## config.mk

```make
export PLATFORM = sky130hd
export DESIGN_NAME = directory_req_sequencer
export DESIGN_NICKNAME = d
export VERILOG_FILES = /design/src/rtl/dir_pkg.sv /design/src/rtl/dir_target_decode.sv /design/src/rtl/directory_req_sequencer.sv
export SDC_FILE = /design/constraint.sdc
export NUM_CORES = 1
export LEC_CHECK = 0
export BUFFER_PORTS_ARGS = -buffer_cell sky130_fd_sc_hd__buf_2
export CAP_MARGIN = 30
export CELL_PAD_IN_SITES_DETAIL_PLACEMENT = 0
export CELL_PAD_IN_SITES_GLOBAL_PLACEMENT = 2
export CORE_ASPECT_RATIO = 0.5
export CORE_MARGIN = 3
export CORE_UTILIZATION = 30
export CTS_CLUSTER_DIAMETER = 150
export DETAILED_ROUTE_END_ITERATION = 6
export GPL_TIMING_DRIVEN = 0
export PLACE_DENSITY = 0.75
export SLEW_MARGIN = 20
export SYNTH_ARGS = -nofsm -noshare
export SYNTH_HDL_FRONTEND = slang
export SYNTH_SLANG_ARGS = --single-unit
```

## constraint.sdc

```tcl
create_clock -name clk -period 2.2 [get_ports clk]
set_input_delay 0.33 -clock clk [delete_from_list [all_inputs] [get_ports clk]]
set_output_delay 0.33 -clock clk [all_outputs]
set_load 0.01 [all_outputs]
```

## src/rtl/dir_pkg.sv

```systemverilog
// Shared encodings for the directory request sequencer: request/queue opcodes,
// per-cache line-state bit positions and the sequencing FSM states.
package dir_pkg;

  localparam int OP_W     = 3;
  localparam int ST_W     = 2;
  localparam int ST_S_BIT = 0;
  localparam int ST_M_BIT = 1;

  localparam logic [OP_W-1:0] OP_NOOP  = 3'd0;
  localparam logic [OP_W-1:0] OP_REPLY = 3'd2;
  localparam logic [OP_W-1:0] OP_RD    = 3'd3;
  localparam logic [OP_W-1:0] OP_WR    = 3'd4;
  localparam logic [OP_W-1:0] OP_INV   = 3'd5;
  localparam logic [OP_W-1:0] OP_UPD   = 3'd6;
  localparam logic [OP_W-1:0] OP_RWITM = 3'd7;
  // RWITM's code is reused on cache channels as read-and-invalidate
  localparam logic [OP_W-1:0] OP_RINV  = 3'd7;

  typedef enum logic [1:0] {
    IDLE     = 2'd0,
    ISSUE    = 2'd1,
    WAIT_ACK = 2'd2,
    DONE     = 2'd3
  } dir_state_e;

endpackage

```

## src/rtl/dir_target_decode.sv

```systemverilog
// Combinational decode of a latched directory request into the set of queue
// allocations (cache lanes + memory) and the mask of caches that must ack.
module dir_target_decode
  import dir_pkg::*;
#(
  parameter int NUM_CACHES = 2,
  parameter int ID_W       = $clog2(NUM_CACHES + 1)
) (
  input  logic [OP_W-1:0]                    op,
  input  logic [ID_W-1:0]                    src,
  input  logic [ID_W-1:0]                    dest,
  input  logic [ST_W*NUM_CACHES-1:0]         line_state,
  output logic [NUM_CACHES-1:0]              cache_alloc,
  output logic [NUM_CACHES-1:0][OP_W-1:0]    cache_op,
  output logic                               mem_alloc,
  output logic [OP_W-1:0]                    mem_op,
  output logic [NUM_CACHES-1:0]              ack_mask
);

  logic [NUM_CACHES-1:0] is_src, is_dest, other_valid, other_shared, src_m, src_s;
  logic                  src_mem;

  // Per-lane classification; the source cache is never an "other" cache.
  always_comb begin
    src_mem = (src == ID_W'(NUM_CACHES));
    for (int i = 0; i < NUM_CACHES; i++) begin
      is_src[i]       = (src == ID_W'(i));
      is_dest[i]      = (dest == ID_W'(i));
      other_valid[i]  = !is_src[i] && (line_state[ST_W*i+ST_M_BIT] || line_state[ST_W*i+ST_S_BIT]);
      other_shared[i] = !is_src[i] && line_state[ST_W*i+ST_S_BIT];
      src_m[i]        = is_src[i] && line_state[ST_W*i+ST_M_BIT];
      src_s[i]        = is_src[i] && line_state[ST_W*i+ST_S_BIT];
    end
  end

  // cache_op is per-lane intent; the top only forwards lanes that allocate.
  always_comb begin
    cache_alloc = '0;
    cache_op    = '0;
    mem_alloc   = 1'b0;
    mem_op      = OP_NOOP;
    ack_mask    = '0;
    case (op)
      OP_RD: begin
        cache_op = {NUM_CACHES{OP_RD}};
        if (|other_valid) cache_alloc = other_valid;
        else begin
          mem_alloc = 1'b1;
          mem_op    = OP_RD;
        end
      end
      OP_WR: begin
        cache_op = {NUM_CACHES{OP_WR}};
        if (!src_mem) begin
          mem_alloc = 1'b1;
          mem_op    = OP_WR;
        end else cache_alloc = is_dest;
      end
      OP_INV: begin
        if (|src_m) begin
          mem_alloc = 1'b1;
          mem_op    = OP_WR;
        end
      end
      OP_REPLY: begin
        cache_op    = {NUM_CACHES{OP_WR}};
        cache_alloc = is_dest;
      end
      OP_RWITM: begin
        for (int i = 0; i < NUM_CACHES; i++) cache_op[i] = is_src[i] ? OP_UPD : OP_RINV;
        if (|other_valid) begin
          cache_alloc = other_valid | is_src;
          ack_mask    = other_valid;
        end else begin
          mem_alloc = 1'b1;
          mem_op    = OP_RD;
        end
      end
      OP_UPD: begin
        for (int i = 0; i < NUM_CACHES; i++) cache_op[i] = is_src[i] ? OP_UPD : OP_INV;
        cache_alloc = other_shared | src_s;
        ack_mask    = other_shared;
      end
      default: ;
    endcase
  end

endmodule

```

## src/rtl/directory_req_sequencer.sv

```systemverilog
// Accepts one directory request at a time, issues all its queue allocations
// atomically, waits for snoop acks (with timeout) and pulses completion.
module directory_req_sequencer
  import dir_pkg::*;
#(
  parameter int NUM_CACHES  = 2,
  parameter int ID_W        = $clog2(NUM_CACHES + 1),
  parameter int ACK_TIMEOUT = 255
) (
  input  logic                         clk,
  input  logic                         rst,
  input  logic                         req_valid,
  output logic                         req_ready,
  input  logic [OP_W-1:0]              req_op,
  input  logic [ID_W-1:0]              req_src,
  input  logic [ID_W-1:0]              req_dest,
  input  logic [ST_W*NUM_CACHES-1:0]   req_state,
  output logic [NUM_CACHES-1:0]        cache_q_alloc,
  output logic [OP_W*NUM_CACHES-1:0]   cache_q_op,
  input  logic [NUM_CACHES-1:0]        cache_q_full,
  output logic                         mem_q_alloc,
  output logic [OP_W-1:0]              mem_q_op,
  input  logic                         mem_q_full,
  input  logic [NUM_CACHES-1:0]        snoop_ack,
  output logic                         done_valid,
  output logic [OP_W-1:0]              done_op,
  output logic                         timeout_err
);

  localparam int CNT_W = $clog2(ACK_TIMEOUT + 1);

  dir_state_e                      state, state_nxt;
  logic [OP_W-1:0]                 op_q;
  logic [ID_W-1:0]                 src_q, dest_q;
  logic [ST_W*NUM_CACHES-1:0]      st_q;
  logic [NUM_CACHES-1:0]           pend_q, pend_nxt;
  logic [CNT_W-1:0]                cnt_q;
  logic                            set_terr, fire;

  logic [NUM_CACHES-1:0]           dec_alloc, dec_mask;
  logic [NUM_CACHES-1:0][OP_W-1:0] dec_op, q_op;
  logic                            dec_mem_alloc;
  logic [OP_W-1:0]                 dec_mem_op;

  dir_target_decode #(.NUM_CACHES(NUM_CACHES), .ID_W(ID_W)) u_decode (
    .op          (op_q),
    .src         (src_q),
    .dest        (dest_q),
    .line_state  (st_q),
    .cache_alloc (dec_alloc),
    .cache_op    (dec_op),
    .mem_alloc   (dec_mem_alloc),
    .mem_op      (dec_mem_op),
    .ack_mask    (dec_mask)
  );

  assign cache_q_op = q_op;

  always_comb begin
    state_nxt     = state;
    pend_nxt      = pend_q;
    set_terr      = 1'b0;
    fire          = 1'b0;
    req_ready     = 1'b0;
    done_valid    = 1'b0;
    done_op       = OP_NOOP;
    cache_q_alloc = '0;
    q_op          = '0;
    mem_q_alloc   = 1'b0;
    mem_q_op      = OP_NOOP;
    case (state)
      IDLE: begin
        req_ready = 1'b1;
        if (req_valid) state_nxt = ISSUE;
      end
      ISSUE: begin
        // All-or-nothing: any targeted full queue holds back every alloc.
        fire = ((dec_alloc & cache_q_full) == '0) && !(dec_mem_alloc && mem_q_full);
        if (fire) begin
          cache_q_alloc = dec_alloc;
          mem_q_alloc   = dec_mem_alloc;
          mem_q_op      = dec_mem_op;
          for (int i = 0; i < NUM_CACHES; i++) q_op[i] = dec_alloc[i] ? dec_op[i] : OP_NOOP;
          pend_nxt  = dec_mask;
          state_nxt = (|dec_mask) ? WAIT_ACK : DONE;
        end
      end
      WAIT_ACK: begin
        pend_nxt = pend_q & ~snoop_ack;
        if (pend_nxt == '0) state_nxt = DONE;
        else if (cnt_q == CNT_W'(ACK_TIMEOUT - 1)) begin
          set_terr  = 1'b1;
          pend_nxt  = '0;
          state_nxt = DONE;
        end
      end
      DONE: begin
        done_valid = 1'b1;
        done_op    = op_q;
        state_nxt  = IDLE;
      end
      default: state_nxt = IDLE;
    endcase
  end

  always_ff @(posedge clk or posedge rst) begin
    if (rst) begin
      state       <= IDLE;
      op_q        <= OP_NOOP;
      src_q       <= '0;
      dest_q      <= '0;
      st_q        <= '0;
      pend_q      <= '0;
      cnt_q       <= '0;
      timeout_err <= 1'b0;
    end else begin
      state  <= state_nxt;
      pend_q <= pend_nxt;
      if (state == IDLE && req_valid) begin
        op_q   <= req_op;
        src_q  <= req_src;
        dest_q <= req_dest;
        st_q   <= req_state;
      end
      if (state == WAIT_ACK) cnt_q <= (cnt_q == CNT_W'(ACK_TIMEOUT)) ? cnt_q : cnt_q + 1'b1;
      else cnt_q <= '0;
      if (set_terr) timeout_err <= 1'b1;
    end
  end

endmodule

```

### Word level (Yosys, flattened, before mapping)

Cells that the tools add are included.
Widths: inputs -> output; s select.

| operators by class | value |
|---|---|
| add/subtract/negate cells | 1 |
| equal/unequal tests | 18 |
| multiplexer cells | 46 |
| bitwise gates (word level) | 5 |
| reductions and logical operators | 29 |

Operators by type and width:

| kind | count |
|---|---|
| $mux 2 | 15 |
| $pmux 6 s4 | 1 |
| $mux 3 | 7 |
| $eq 8x8->1 const B | 2 |
| $mux 8 | 2 |
| $mux 1 | 13 |
| $eq 3x3->1 const B | 4 |
| $mux 6 | 2 |
| $logic_and 1x1->1 | 11 |
| $logic_not 2->1 | 5 |
| $pmux 2 s5 | 1 |
| $reduce_or 2->1 | 5 |
| $pmux 3 s3 | 1 |
| $add 8x1->8 const B | 1 |
| $pmux 2 s2 | 2 |
| $pmux 2 s4 | 1 |
| $eq 2x1->1 const B | 3 |
| $eq 2x2->1 const B | 3 |
| $eq 3x2->1 const B | 2 |
| $ne 2x2->1 const B | 3 |
| $and 2x2->2 | 2 |
| $or 2x2->2 | 2 |
| $logic_not 1->1 | 3 |
| $ne 3x3->1 const B | 1 |
| 6 further kinds | 7 |

| word-level totals | value |
|---|---|
| register bits after elaboration | 24 |
| bits of input ports | 19 |

### Depth between registers and ports, before layout

| depth | value |
|---|---|
| depth after elaboration | 11 |
| depth in mapped cells | 8 |
| gate-level depth less buffers | 7 |

### Modules after synthesis

Synthesis repeated with hierarchy kept, for this count alone.

| second synthesis, totals | value |
|---|---|
| cells, all modules | 169 |
| area, all modules | 1597.8 sq um |

By module, submodules not included:

| module | times used | cells each | area each (sq um) |
|---|---|---|---|
| directory_req_sequencer | 1 | 122 | 1305.0 |
| dir_target_decode | 1 | 47 | 292.8 |

### Least setup slack after synthesis

OpenSTA, ideal clock, no wires.

| path | value |
|---|---|
| path type | flip-flop to output port |
| from | reg src_q[0] |
| to | out cache_q_op[0] |
| arrival time | 2.003 ns |
| data required time | 1.870 ns |
| path slack | -0.133 ns |
| stages on the path, launching flop included | 7 |
| cells stage by stage | dfrtp_1 mux2_1 a22oi_2 a21bo_1 o2111ai_4 a211o_2 a211oi_1 |

| on the way | value |
|---|---|
| cells in the longest elaborated chain, start to end | 11 |
| elaborated cells on any way between the ends | 36 |
| classes of those cells | eq/ne: 2; mux: 14; bitwise: 3; reduce/logical: 17 |

Ends and longest elaborated chain:

| item | RTL line | source |
|---|---|---|
| start: declaration | directory_req_sequencer.sv:34 | `logic [ID_W-1:0] src_q, dest_q;` |
| start signal: assignment | directory_req_sequencer.sv:121 | `src_q <= req_src;` |
| $eq 2x1->1 / $logic_not 2->1 (equally long branches) | dir_target_decode.sv:27 | `is_src[i] = (src == ID_W'(i));` |
| $logic_not 1->1 | dir_target_decode.sv:29, dir_target_decode.sv:30 |  |
| $logic_and 1x1->1 | dir_target_decode.sv:29 | `other_valid[i] = !is_src[i] && (line_state[ST_W*i+ST_M_BIT] \|\| line_state[ST_W*i+ST_S_BIT]);` |
| $reduce_or 2->1 / $or 2x2->2 (equally long branches) | dir_target_decode.sv:46, dir_target_decode.sv:71, dir_target_decode.sv:72 |  |
| $mux 2 (tied with other cells) | dir_target_decode.sv:71 | `if (\|other_valid) begin` |
| $pmux 2 s5 / $pmux 1 s3 (equally long branches) | dir_target_decode.sv:43 | `case (op)` |
| $and 2x2->2 / $logic_and 1x1->1 (equally long branches) | directory_req_sequencer.sv:78 | `fire = ((dec_alloc & cache_q_full) == '0) && !(dec_mem_alloc && mem_q_full);` |
| $logic_not 2->1 / $logic_not 1->1 (equally long branches) | directory_req_sequencer.sv:78 |  |
| $logic_and 1x1->1 | directory_req_sequencer.sv:78 |  |
| $mux 6 (*) | directory_req_sequencer.sv:79 | `if (fire) begin` |
| $mux 6 (*) | directory_req_sequencer.sv:71 | `case (state)` |
| end: declaration | directory_req_sequencer.sv:19 | `output logic [OP_W*NUM_CACHES-1:0] cache_q_op,` |

Every way passes the cells marked *; elsewhere a longest branch is shown, timed or not.

### Final worst setup path

| path | value |
|---|---|
| from | reg src_q[0] |
| to | out cache_q_op[3] |

The elaborated chain is that of the path after synthesis.

==> metrics.md <==
| Metric | Value |
|---|---|
| Mapped cell area | ~0.0016 sq mm |
| Outcome | complete, but fails checks |
| P_leak | around 1 nW |
| Total design power | between 0.002 and 0.003 W |
| Final Max Slew Viols | 0 |
| Power density over the cells | approximately 1400 mW/mm^2 |
| CP Buf/Inv Count | 1 |
| Post-Place Setup Slack | -0.3241 ns |
| Worst vdd ir | 0.0003677 V |
| Fin. Hold Viols | 0 |
| CTS buffer count | 3 |
| Crit-path cells | mux2_4 -> a22oi_2 -> a21bo_1 -> o2111ai_4 -> or3_4 -> a211oi_4 -> buf_2 |
| Average cell area after synthesis | roughly 9.9 sq um |
| Starting density of the core | between 30% and 40% |
| Area delta synth->final | 33.80% |
| Worst rel slew slack | between 60 and 70% |
| Io pins | 37 |
| EDFF count, synth | 0 |
| Initial antenna violation count | 0 |
| Final setup viols | 15 |
| Layout Utilization | 42.91% |
| Number of diodes | 0 |
| Worst hold path class | primary input to asynchronous set/reset pin |
| # hold bufs at CTS | 0 |
| Die X | 110.1 microns |
| Sequential area share after synthesis | between 30% and 40% |
| Max-cap violations | 0 |
| PnR worst setup slack | -0.4458 ns |
| Routed Wire Length | 3.832 mm |
| Largest net degree at the start of global routing | 25 |
| Most frequent cells in the layout | buf_2, dfrtp_1, inv_1 |
| Placement row count | 18 |
| Top_reg_cell synth | dfrtp_1 |
| Worst Setup End Kind | output port |
| GRT Residual Overflow | 0 |
| Detailed-route via count | approximately 1400 |
| Synth warn | 0 |
| Multi-input logic area | slightly above 0.001 sq mm |
| Crit path launch type | flip-flop |
| Async SR Flop Fraction | between 90% and 100% |
| Gr usage total | roughly an eighth |
| Yosys cell types | 50 |
| CTS H-Tree Depth | 1 |
| GP Congestion | ~0.77 |
| RSZ-0062 raised after global routing | yes |
| Synth Register Bits | 24 |
| Core ar. | 0.005067 sq mm |
| Post-route design area | between 0.002 and 0.0025 sq mm |
| Critical path class | flip-flop to output port |
| Deepest clock path buffer count | 2 |
| Die height | 58.05 microns |
| CTS tree | built |
| FMAX | roughly 380 MHz |
| DP HPWL | 2.864 mm |
| DR DRC count | 0 |
| Register Area | about 600 sq um |
| Reg2reg setup slack | -0.13 ns |
| Final hold slack | slightly below 0.1 ns |
| Share of cells above drive strength 1 | around 44% |
| Leading cell type in the layout, fill and taps excluded | buf_2 |
| Clock Sinks | 24 |
| Clock root cell | clkbuf_8 |
| Crit-path leading delay family | compound AO/OA/AOI/OAI gates |
| Global-route wire length before repair | just over 6 mm |
| Latest clock arrival within the worst-skew pair | 0.27 ns |
| Failing checks | negative setup slack |
| FILL cells | around 500 |
| Syn_nets | 190 |
| Fin crit share | 120.3% |
| Initial DRT Pass Iterations | 4 |
| Post-DR vias/cell | between 4 and 5 |
| Vias in the first global route | 1293 |
| DP Area | around 0.0019 sq mm |
| Crit-path max FO | 8 |
| Critical Path RT | around 1.9 ns |
| PortBufs | 36 |
| Post-DRT Antenna Nets | 0 |
| Routed len/inst | ~14 microns |
| # nets final | around 240 |
| Clk slew on worst S/H paths | 0.09 ns |
| Worst Max-Slew Pin Slew | 0.5701 ns |
| DRT iter0 DRCs | 27 |
| Final min period | about 2.6 ns |
| Max stage delay on crit path | 0.49 ns |
| Syn Inst Count | approximately 170 |
| Slowest cell on crit path | dfrtp_2 |
| Clk_skew | 0.008804 ns |
| Die area | 0.006390 sq mm |
| Worst path arrival time | approximately 2.3 ns |
==> worst paths after layout <==
path,startpoint,cells after the start,to
max reg2reg,src_q[0],9,state[1]
max in group asynchronous,rst,3,cnt_q[1]
max,src_q[0],7,cache_q_op[3]
min,rst,2,cnt_q[7]
min in group clk,req_dest[0],2,dest_q[0]
min reg2reg,timeout_err,1,timeout_err
==> metal layers <==
layer / track usage, % / up-vias / wire [microns]
li1: - / 693 / -
met5: 0 / - / 0
met2: 18.62 / 16 / 1781
met1: 17.14 / 682 / 1931
met3: 2.447 / 2 / 94
met4: 2.456 / 0 / 25
==> final cells by class <==
| type | count | share of cell area [%] |
|---|---|---|
| clock inverter | 1 | 1.381 |
| multi-input combinational | 120 | 47.01 |
| timing repair buffer | 44 | 12.95 |
| clock buffer | 3 | 1.899 |
| tap | 70 | 4.028 |
| inverter | 15 | 2.589 |
| sequential | 24 | 27.73 |
| buffer | 6 | 2.417 |
==> per-stage QoR <==
| step | cells | TNS [ns] |
|---|---|---|
| after CTS | 279 | -5.206 |
| final | 283 | -4.708 |
| after detailed placement | 271 | -2.857 |
| after global routing | 283 | -6.407 |
| after floorplan | 165 | -0.009641 |
| after global placement | 271 | -3.239 |
==> kinds of logic (layout without fill, tap and decap cells) <==
kind of cell               count (synthesis)  in the layout  share of synthesized area (%)
and+or+nand+nor                           55             55                          19.86
AOI/OAI and AO/OA                         39             39                          19.09
DFF                                       24             24                          36.95
buffers and inverters                     21             69                          6.466
muxes                                     15             15                          10.24
adders and majority gates                  7              7                          5.235
xor gates and xnor gates                   4              4                          2.156
==> repair_timing <==
action / 4_1_cts / 5_1_grt
buffers inserted: 4 / 3
resized for setup: 9 / 17
setup endpoints to repair: 12 / 16
pin swaps: 5 / 8
==> cell usage after synthesis (5+ instances only) <==
cell type | count | area (sq um)
nor2_1 | 9 | 33.78
mux2_2 | 12 | 135.1
o22ai_1 | 5 | 31.28
ha_1 | 6 | 75.07
nand3_1 | 6 | 30.03
and2_1 | 7 | 43.79
a21oi_1 | 6 | 30.03
nand2_1 | 8 | 30.03
dfrtp_1 | 24 | 600.6
o21ai_0 | 5 | 25.02
inv_1 | 15 | 56.30
==> sequential cells by signal, summed over array words and instances, names as in the netlist <==
| register | count |
|---|---|
| timeout_err | 1 |
| pend_q | 2 |
| state | 2 |
| src_q | 2 |
| dest_q | 2 |
| st_q | 4 |
| op_q | 3 |
| cnt_q | 8 |
==> power by group <==
| group | internal (W) | switching (W) |
|---|---|---|
| logic | 0.000902 | 0.000860 |
| clock network | 0.000243 | 0.000141 |
| registers | 0.000602 | 0.000229 |
| total | 0.00175 | 0.00123 |
Power figures use the tool's default switching activity.
